File: src/rtl/automatic_parity_generator.sv
// -----------------------------------------------------------------------------
// automatic_parity_generator
//
// Purpose:
//   Frames an 8-bit or 14-bit payload with a parity bit and buffers the framed
//   16-bit words in a small FIFO. The FIFO drains towards a downstream parity
//   checker through a valid/ready handshake.
//
//   8-bit frame  : {7'b0, p, in_data[7:0]}   p = XOR(in_data[7:0]) ^ PARITY_ODD
//   16-bit frame : {1'b1, in_data[13:0], p}  p = 1 ^ XOR(in_data) ^ PARITY_ODD
//
//   Optional build macro: PARITY_ERR_INJECT_EN
//     When defined, the input port inject_err is added. It is sampled on input
//     acceptance and inverts the stored parity bit, so that the downstream
//     checker's error path can be exercised.
//
// Parameters:
//   FIFO_DEPTH  number of buffered framed words (power of two, 2..16)
//   PARITY_ODD  0 = even parity, 1 = odd parity
//
// Ports:
//   clk         clock, rising edge
//   rst_n       asynchronous active-low reset
//   in_valid    payload offered
//   in_ready    payload can be accepted this cycle (FIFO not full)
//   in_mode     0 = 8-bit frame, 1 = 16-bit frame
//   in_data     payload (8-bit mode uses [7:0])
//   inject_err  (PARITY_ERR_INJECT_EN only) invert the stored parity bit
//   data_out    framed word at the FIFO head, 0 when data_valid is low
//   data_valid  FIFO not empty
//   data_ready  downstream consumes data_out
//   word_count  framed words delivered since reset (wraps)
// -----------------------------------------------------------------------------
module automatic_parity_generator #(
  parameter int FIFO_DEPTH = 4,
  parameter int PARITY_ODD = 0
) (
  input  logic        clk,
  input  logic        rst_n,
  input  logic        in_valid,
  output logic        in_ready,
  input  logic        in_mode,
  input  logic [13:0] in_data,
`ifdef PARITY_ERR_INJECT_EN
  input  logic        inject_err,
`endif
  output logic [15:0] data_out,
  output logic        data_valid,
  input  logic        data_ready,
  output logic [15:0] word_count
);

  localparam int          AW        = $clog2(FIFO_DEPTH);
  localparam logic [AW:0] DEPTH_CNT = (AW + 1)'(FIFO_DEPTH);
  localparam logic        ODD_BIT   = (PARITY_ODD != 0);

  logic [15:0]   mem [FIFO_DEPTH];
  logic [AW-1:0] wr_ptr_reg;
  logic [AW-1:0] rd_ptr_reg;
  logic [AW:0]   count_reg;
  logic          ready_reg;
  logic [15:0]   word_count_reg;

  logic          push;
  logic          pop;
  logic          full;
  logic          flip;
  logic          p8;
  logic          p16;
  logic [15:0]   frame;

`ifdef PARITY_ERR_INJECT_EN
  assign flip = inject_err;
`else
  assign flip = 1'b0;
`endif

  // Framing is purely combinational so the word is ready for the FIFO write
  // on the same edge that accepts the payload.
  always_comb begin
    p8  = (^in_data[7:0]) ^ ODD_BIT ^ flip;
    p16 = 1'b1 ^ (^in_data) ^ ODD_BIT ^ flip;
    if (in_mode) begin
      frame = {1'b1, in_data, p16};
    end else begin
      frame = {7'b0, p8, in_data[7:0]};
    end
  end

  // ready_reg keeps in_ready low while in reset and rises on the first edge
  // after release. A full FIFO blocks input even if a pop happens this cycle.
  assign full       = (count_reg == DEPTH_CNT);
  assign in_ready   = ready_reg && !full;
  assign data_valid = (count_reg != '0);
  assign push       = in_valid && in_ready;
  assign pop        = data_valid && data_ready;
  assign data_out   = data_valid ? mem[rd_ptr_reg] : 16'h0000;
  assign word_count = word_count_reg;

  always_ff @(posedge clk or negedge rst_n) begin
    if (!rst_n) begin
      ready_reg      <= 1'b0;
      wr_ptr_reg     <= '0;
      rd_ptr_reg     <= '0;
      count_reg      <= '0;
      word_count_reg <= 16'h0000;
    end else begin
      ready_reg <= 1'b1;
      if (push) begin
        wr_ptr_reg <= wr_ptr_reg + 1'b1;
      end
      if (pop) begin
        rd_ptr_reg     <= rd_ptr_reg + 1'b1;
        word_count_reg <= word_count_reg + 16'd1;
      end
      case ({push, pop})
        2'b10:   count_reg <= count_reg + 1'b1;
        2'b01:   count_reg <= count_reg - 1'b1;
        default: count_reg <= count_reg;
      endcase
    end
  end

  // Storage needs no reset: clearing the pointers and occupancy discards
  // whatever words it still holds.
  always_ff @(posedge clk) begin
    if (push) begin
      mem[wr_ptr_reg] <= frame;
    end
  end

endmodule

File: config.mk
export PLATFORM = sky130hd
export DESIGN_NAME = automatic_parity_generator
export DESIGN_NICKNAME = d
export VERILOG_FILES = /design/src/rtl/automatic_parity_generator.sv
export SDC_FILE = /design/constraint.sdc
export NUM_CORES = 1
export LEC_CHECK = 0
export ABC_AREA = 1
export CAP_MARGIN = 20
export CORE_UTILIZATION = 55
export DETAILED_ROUTE_END_ITERATION = 8
export HOLD_SLACK_MARGIN = 0.12
export PLACE_DENSITY = 0.79
export SETUP_SLACK_MARGIN = 0.15
export SKIP_CTS_REPAIR_TIMING = 1
export SLEW_MARGIN = 15
export SYNTH_ARGS = -nofsm -noshare
export SYNTH_HDL_FRONTEND = slang
export SYNTH_SLANG_ARGS = --single-unit
File: constraint.sdc
create_clock -name clk -period 2.25 [get_ports clk]
set_input_delay 0.3375 -clock clk [delete_from_list [all_inputs] [get_ports clk]]
set_output_delay 0.3375 -clock clk [all_outputs]
set_load 0.005 [all_outputs]
==> impl_metrics.ini, run 1 <==
[logic_synthesis]
number_of_synthesized_flops_with_an_enable_pin = 64
post_synthesis_xor_xnor_area_fraction_pct = 3.769
synth_simple_gate_area_share_pct = 20.52
synthesis.nets = 456
post_synth_inst_count = 430
synthMuxAreaShare_pct = 0
sequential_element_share_of_the_synthesized_area_pct = 60.31
largest_family_of_logic_cells_by_synthesized_area = simple AND/OR/NAND/NOR gates
ys_ff_latch = 88
avg_inst_size_synth_sq_um = 9.727
synth_top_flop_cell = edfxtp_1
yosys_warnings = 0
async_flop_share_pct = 27.27
synth_cell_types = 28
post_synth_fa_ha_maj_area_fraction_pct = 2.273
synth_compound_gate_area_share_pct = 7.448
syn_area_sq_um = 4183

[layout]
drive_above_1_share_pct = 11.16
final_core_util_pct = 71.41
diodes = 0
layout.cells.most_common_list = nand2_1 (91), nor2_1 (78), edfxtp_1 (64)
layout-area-overhead-vs-synth_pct = 24.50
largest_reg_flops = 64
nNetsFinal = 523
final_cells = 601
final_common_cell = nand2_1

[global_route]
overflow = 0
antenna_found_initial = 0
grt_pass1_vias = 2899
grt_pass1_wl_um = 13140
grt_start_max_net_pins = 34
groute.usage.overall_pct = 22.58

[die]
die_x_um = 89.21
dieHeight_um = 89.21
io_pins = 53
core-area_sq_um = 7292
rows = 31
dieArea_sq_um = 7958
floorplan.initialDensity_pct = 57.36

[worst_setup_path]
critical_path_arrival_ns = 1.70
cp_max_fo = 11
critical_path.endpoint_type = output pin
timing.critical_path.from_type = flip-flop
setup_cp_type = flip-flop to output pin
crit_required_ns = 1.91

[cts]
cts-root-to-sink-buffers = 2
cts_sinks = 88
clock-root-buffer = clkbuf_8
clk_latency_ns = 0.35
cts_tree = built
clk_transition_reported_paths_ns = 0.09
cts.htree.levels = 3
cts-buffers-inserted = 9

[placement]
hpwlAfterDp_um = 5702
place.detailed.instances = 581
place.gp.congestion = 0.7833
detailedPlace.worstSlack_ns = 0.06598
port_buffers = 52

[run]
maxCapViolCount = 0

[timing]
achievable-frequency_mhz = 490.3
setup_viol_count_final = 0
final.setup_skew_ns = 0.009313
setup_total_negative_slack_ns = 0
worst_slack_ns = 0.2104
finalHoldWorstSlack_ns = 0.3470
finalCriticalPeriod_ns = 2.040
final.period_utilization_pct = 90.65
timing_worst_slew_pin_value_ns = 0.4958
grt_setup_unrepaired = yes
finalMaxSlewViolations = 0
worst_slew_margin_rel_pct = 66.84
finalHoldViolations = 0

[power_and_ir_drop]
pwr-share-comb_pct = 41.6
p_switching_w = 0.002013
power.density_cell_area_nw_per_um2 = 1110
switching_share_pct = 34.82
internal_power_w = 0.003768
vdd_drop_max_uv = 494.0
p_leak_nw = 2.333
power_frac_clock_pct = 20.5
power.share.sequential_pct = 37.9

[route]
detail_route.drc_violations = 0
postRouteWirelength_um = 8685
dr.first_iter.drc_count = 211
post_drt_via_cell_ratio = 5.126
avgRoutedWirePerCell_um = 14.45
drt.antenna.violating_nets = 0
via_count = 3081
drtPass1Iterations = 4

[status]
run_status = finished, final reports clean

[worst_hold_path]
type_of_the_most_critical_hold_path = input pin to async pin
-- layer usage --
metal / routed length, um / part of all wire, % / global-route usage (%) / vias up
met4: 139 / 1.6 / 8.225 / 0
met3: 386 / 4.4 / 3.878 / 13
met1: 3592 / 41 / 28.06 / 1462
met5: 0 / 0 / 0 / -
met2: 4566 / 53 / 39.83 / 76
li1: - / - / - / 1530
-- worst paths after layout --
| kind | start | end | slack [ns] | depth (start not counted) |
|---|---|---|---|---|
| worst min register to register | word_count[15]$_DFFE_PN0P_ | word_count[15]$_DFFE_PN0P_ | 0.48 | 1 |
| worst max-delay path | rd_ptr_reg[0]$_DFFE_PN0P_ | data_out[9] | 0.21 | 8 |
| min in group clk | word_count[15]$_DFFE_PN0P_ | word_count[15]$_DFFE_PN0P_ | 0.48 | 1 |
| max in group asynchronous | rst_n | rd_ptr_reg[0]$_DFFE_PN0P_ | 1.64 | 2 |
| worst max register to register | count_reg[0]$_DFFE_PN0P_ | count_reg[2]$_DFFE_PN0P_ | 0.38 | 9 |
| worst min-delay path | rst_n | word_count[12]$_DFFE_PN0P_ | 0.35 | 2 |
-- layout make-up --
class	count	area, sq um
clock buffers	9	123.9
flip-flops and latches	88	2524
well taps	99	123.9
fillers	543	2085
repair buffers	69	725.7
clock inverters	7	95.09
multi-input cells	282	1426
inverters	47	188.9
-- synth_stat cells, types with 6 or more instances --
cell       n  area [sq um]
inv_1     43         161.4
nand2_1   91         341.6
o21ai_0   41         205.2
nor2_1    78         292.8
dfrtp_1   24         600.6
xor2_1    12         105.1
ha_1       6         75.07
nand3_1    6         30.03
a21oi_1   19         95.09
edfxtp_1  64          1922
xnor2_1    6         52.55
buf_2      7         35.03
-- metrics by stage --
step	cell area (sq um)	power (W)
after floorplan	4183	0.003437
final	5207	0.005781
after CTS	5086	0.005686
after detailed placement	4867	0.004500
after global placement	4867	0.004398
after global routing	5207	0.006149
-- logic make-up after synthesis --
| kind of cell | after synthesis |
|---|---|
| buf+inv | 60 |
| flops | 88 |
| other cells | 1 |
| xor+xnor | 18 |
| simple gates | 194 |
| compound gates | 62 |
| fa+ha+maj | 7 |
-- worst max-delay path: stages, from the launching register on --
cell	delay [ns]
dfrtp_2	0.48
buf_12	0.16
buf_8	0.12
buf_4	0.11
nor2_1	0.04
nor2_1	0.08
o21ai_0	0.09
a21oi_1	0.15
buf_2	0.12
-- power groups by stage --
stage	logic (W)	clock network [W]	registers [W]
after floorplan	0.00128	0	0.00216
after global routing	0.00268	0.00126	0.00221
after CTS	0.00233	0.00120	0.00216
final	0.00241	0.00119	0.00219
after detailed placement	0.00231	0	0.00219
after global placement	0.00222	0	0.00218
Power figures use the tool's default switching activity.
==> run 2: changes to the inputs <==
--- a/config.mk
+++ b/config.mk
@@ -5,9 +5,8 @@
 export SDC_FILE = /design/constraint.sdc
 export NUM_CORES = 1
 export LEC_CHECK = 0
-export ABC_AREA = 1
 export CAP_MARGIN = 20
-export CORE_UTILIZATION = 55
+export CORE_UTILIZATION = 54
 export DETAILED_ROUTE_END_ITERATION = 8
 export HOLD_SLACK_MARGIN = 0.12
 export PLACE_DENSITY = 0.79
==> constraint.sdc (replaced) <==
create_clock -name clk -period 2.3 [get_ports clk]
set_input_delay 0.345 -clock clk [delete_from_list [all_inputs] [get_ports clk]]
set_output_delay 0.345 -clock clk [all_outputs]
set_load 0.005 [all_outputs]
==> impl_metrics.ini, run 2 <==
[worst_setup_path]
crit_path_max_incr_delay_ns = 0.44
worst_r2r_start = count_reg[1]$_DFFE_PN0P_
reg2reg_depth = 10
critical_path_arrival_ns = 1.90
endpoint_of_the_worst_setup_timing_path = data_out[5]
critical_path.cell_chain = buf_4, clkbuf_16, buf_4, mux4_2, and2_4, clkbuf_2
setup_cp_type = flip-flop to output pin
critical_path.endpoint_type = output pin
beginning_of_the_critical_path = rd_ptr_reg[0]$_DFFE_PN0P_
timing.critical_path.mode_cell = buf_4
timing.critical_path.from_type = flip-flop
cp_max_fo = 4
crit_required_ns = 1.96
regToRegEndpoint = count_reg[2]$_DFFE_PN0P_
slowest_stage = dfrtp_2
regToRegSetupSlack_ns = 0.29

[timing]
worst_slew_margin_rel_pct = 63.65
final.period_utilization_pct = 97.65
grt_setup_unrepaired = yes
setup_viol_count_final = 0
finalMaxSlewViolations = 0
finalHoldViolations = 0
finalCriticalPeriod_ns = 2.246
timing_worst_slew_pin_value_ns = 0.5436
worst_slack_ns = 0.05399
achievable-frequency_mhz = 445.2
finalHoldWorstSlack_ns = 0.3557
final.setup_skew_ns = 0.009491

[layout]
largest_reg_flops = 64
drive_above_1_share_pct = 32.70
final_core_util_pct = 73.59
final_common_cell = edfxtp_1
nNetsFinal = 339
final_cells = 414
layout-area-overhead-vs-synth_pct = 30.24
num-fill-cells = 452
diodes = 0
multi_input_comb_area_sq_um = 1311
sequential_cell_area_sq_um = 2527
layout.cells.most_common_list = edfxtp_1 (64), clkdlybuf4s50_1 (35), xnor2_1 (21)

[power_and_ir_drop]
vdd_drop_max_uv = 551.7
p_leak_nw = 2.004
p_total_w = 0.005516
power.density_cell_area_nw_per_um2 = 1097

[route]
drtPass1Iterations = 4
post_drt_via_cell_ratio = 5.256
avgRoutedWirePerCell_um = 17.08
detail_route.drc_violations = 0
drt.antenna.violating_nets = 0
via_count = 2176
dr.first_iter.drc_count = 139
postRouteWirelength_um = 7070

[placement]
port_buffers = 52
detailedPlace.worstSlack_ns = 0.02767
place.gp.congestion = 0.7395
hpwlAfterDp_um = 4447
place.detailed.instances = 378

[global_route]
antenna_found_initial = 0
grt_pass1_wl_um = 10610
grt_pass1_vias = 2170
grt_start_max_net_pins = 25
groute.usage.overall_pct = 19.99
overflow = 0

[cts]
cts-root-to-sink-buffers = 2
cts-buffers-inserted = 9
clock-root-buffer = clkbuf_8
clk_transition_reported_paths_ns = 0.09
clk_latency_ns = 0.35
cts_sinks = 88
cts_tree = built
cts.htree.levels = 3

[die]
floorplan.initialDensity_pct = 56.50
dieArea_sq_um = 7490
dieHeight_um = 86.55
core-area_sq_um = 6832
die_x_um = 86.55
rows = 30
io_pins = 53

[logic_synthesis]
yosys_warnings = 0
avg_inst_size_synth_sq_um = 17.00
async_flop_share_pct = 27.27
synth.cells.most_frequent = edfxtp_1 (64), dfrtp_1 (24), and2_1 (23), xnor2_1 (21), mux4_2 (16)
yosysMostFrequentCell = edfxtp_1
ys_ff_latch = 88
synthesis.nets = 253
synth_top_flop_cell = edfxtp_1
number_of_synthesized_flops_with_an_enable_pin = 64
syn_area_sq_um = 3860
synth.top_cell.area_share_pct = 49.79
netlist.top_cell.by_area = edfxtp_1
post_synth_inst_count = 227
sequential_element_share_of_the_synthesized_area_pct = 65.35
synth_cell_types = 29
synthTopCellsByArea = edfxtp_1 (50%), dfrtp_1 (16%), mux4_2 (9.3%)

[run]
maxCapViolCount = 0

[status]
run_status = finished, final reports clean

[worst_hold_path]
type_of_the_most_critical_hold_path = input pin to async pin
-- run 2: final cells by class --
cell class | instances | share of cell area (%)
flip-flops and latches | 88 | 50.27
multi-input cells | 123 | 26.08
repair buffers | 82 | 17.17
clock buffers | 10 | 2.539
well taps | 96 | 2.389
clock inverters | 6 | 0.8711
inverters | 9 | 0.6720
-- run 2: cells by family (layout without fill, tap and decap cells) --
family | Yosys count | in the layout | share of synthesized area, %
DFF | 88 | 88 | 65.35
and+or+nand+nor | 52 | 52 | 8.299
xor gates and xnor gates | 33 | 33 | 8.590
muxes | 28 | 28 | 12.90
buffers and inverters | 16 | 107 | 1.750
adders and majority gates | 7 | 7 | 2.464
AOI/OAI and AO/OA | 2 | 2 | 0.5510
other | 1 | 1 | 0.09715
-- run 2: through the flow --
stage,area [sq um],TNS [ns]
after floorplan,3860,0
after global routing,5027,-0.003814
after detailed placement,4579,0
after global placement,4579,0
final,5027,0
after CTS,4751,-2.480
-- run 2: layer usage --
metal / GRT usage, % / vias up / part of all wire (%)
li1: - / 1007 / -
met4: 9.545 / 0 / 1.9
met1: 24.35 / 1099 / 42
met5: 0 / - / 0
met2: 33.62 / 58 / 52
met3: 5.048 / 12 / 4.4
-- run 2: critical path, delay by kind of cell, from the launching register on --
family / cells / cell delay (ns)
DFF: 1 / 0.44
and+or+nand+nor: 1 / 0.17
buffers and inverters: 4 / 0.53
muxes: 1 / 0.42
-- run 2: where the power goes --
group / switching (W) / internal (W)
clock: 0.000537 / 0.000397
combinational: 0.000864 / 0.00154
sequential: 0.000189 / 0.00199
-- run 2: worst min-delay path by stage --
stage	start	end	cells past startpoint
after floorplan	rst_n	count_reg[0]$_DFFE_PN0P_	0
after global placement	word_count[15]$_DFFE_PN0P_	word_count[15]$_DFFE_PN0P_	1
after detailed placement	word_count[15]$_DFFE_PN0P_	word_count[15]$_DFFE_PN0P_	1
after CTS	rst_n	word_count[4]$_DFFE_PN0P_	2
after global routing	rst_n	word_count[4]$_DFFE_PN0P_	2
final	rst_n	word_count[4]$_DFFE_PN0P_	2
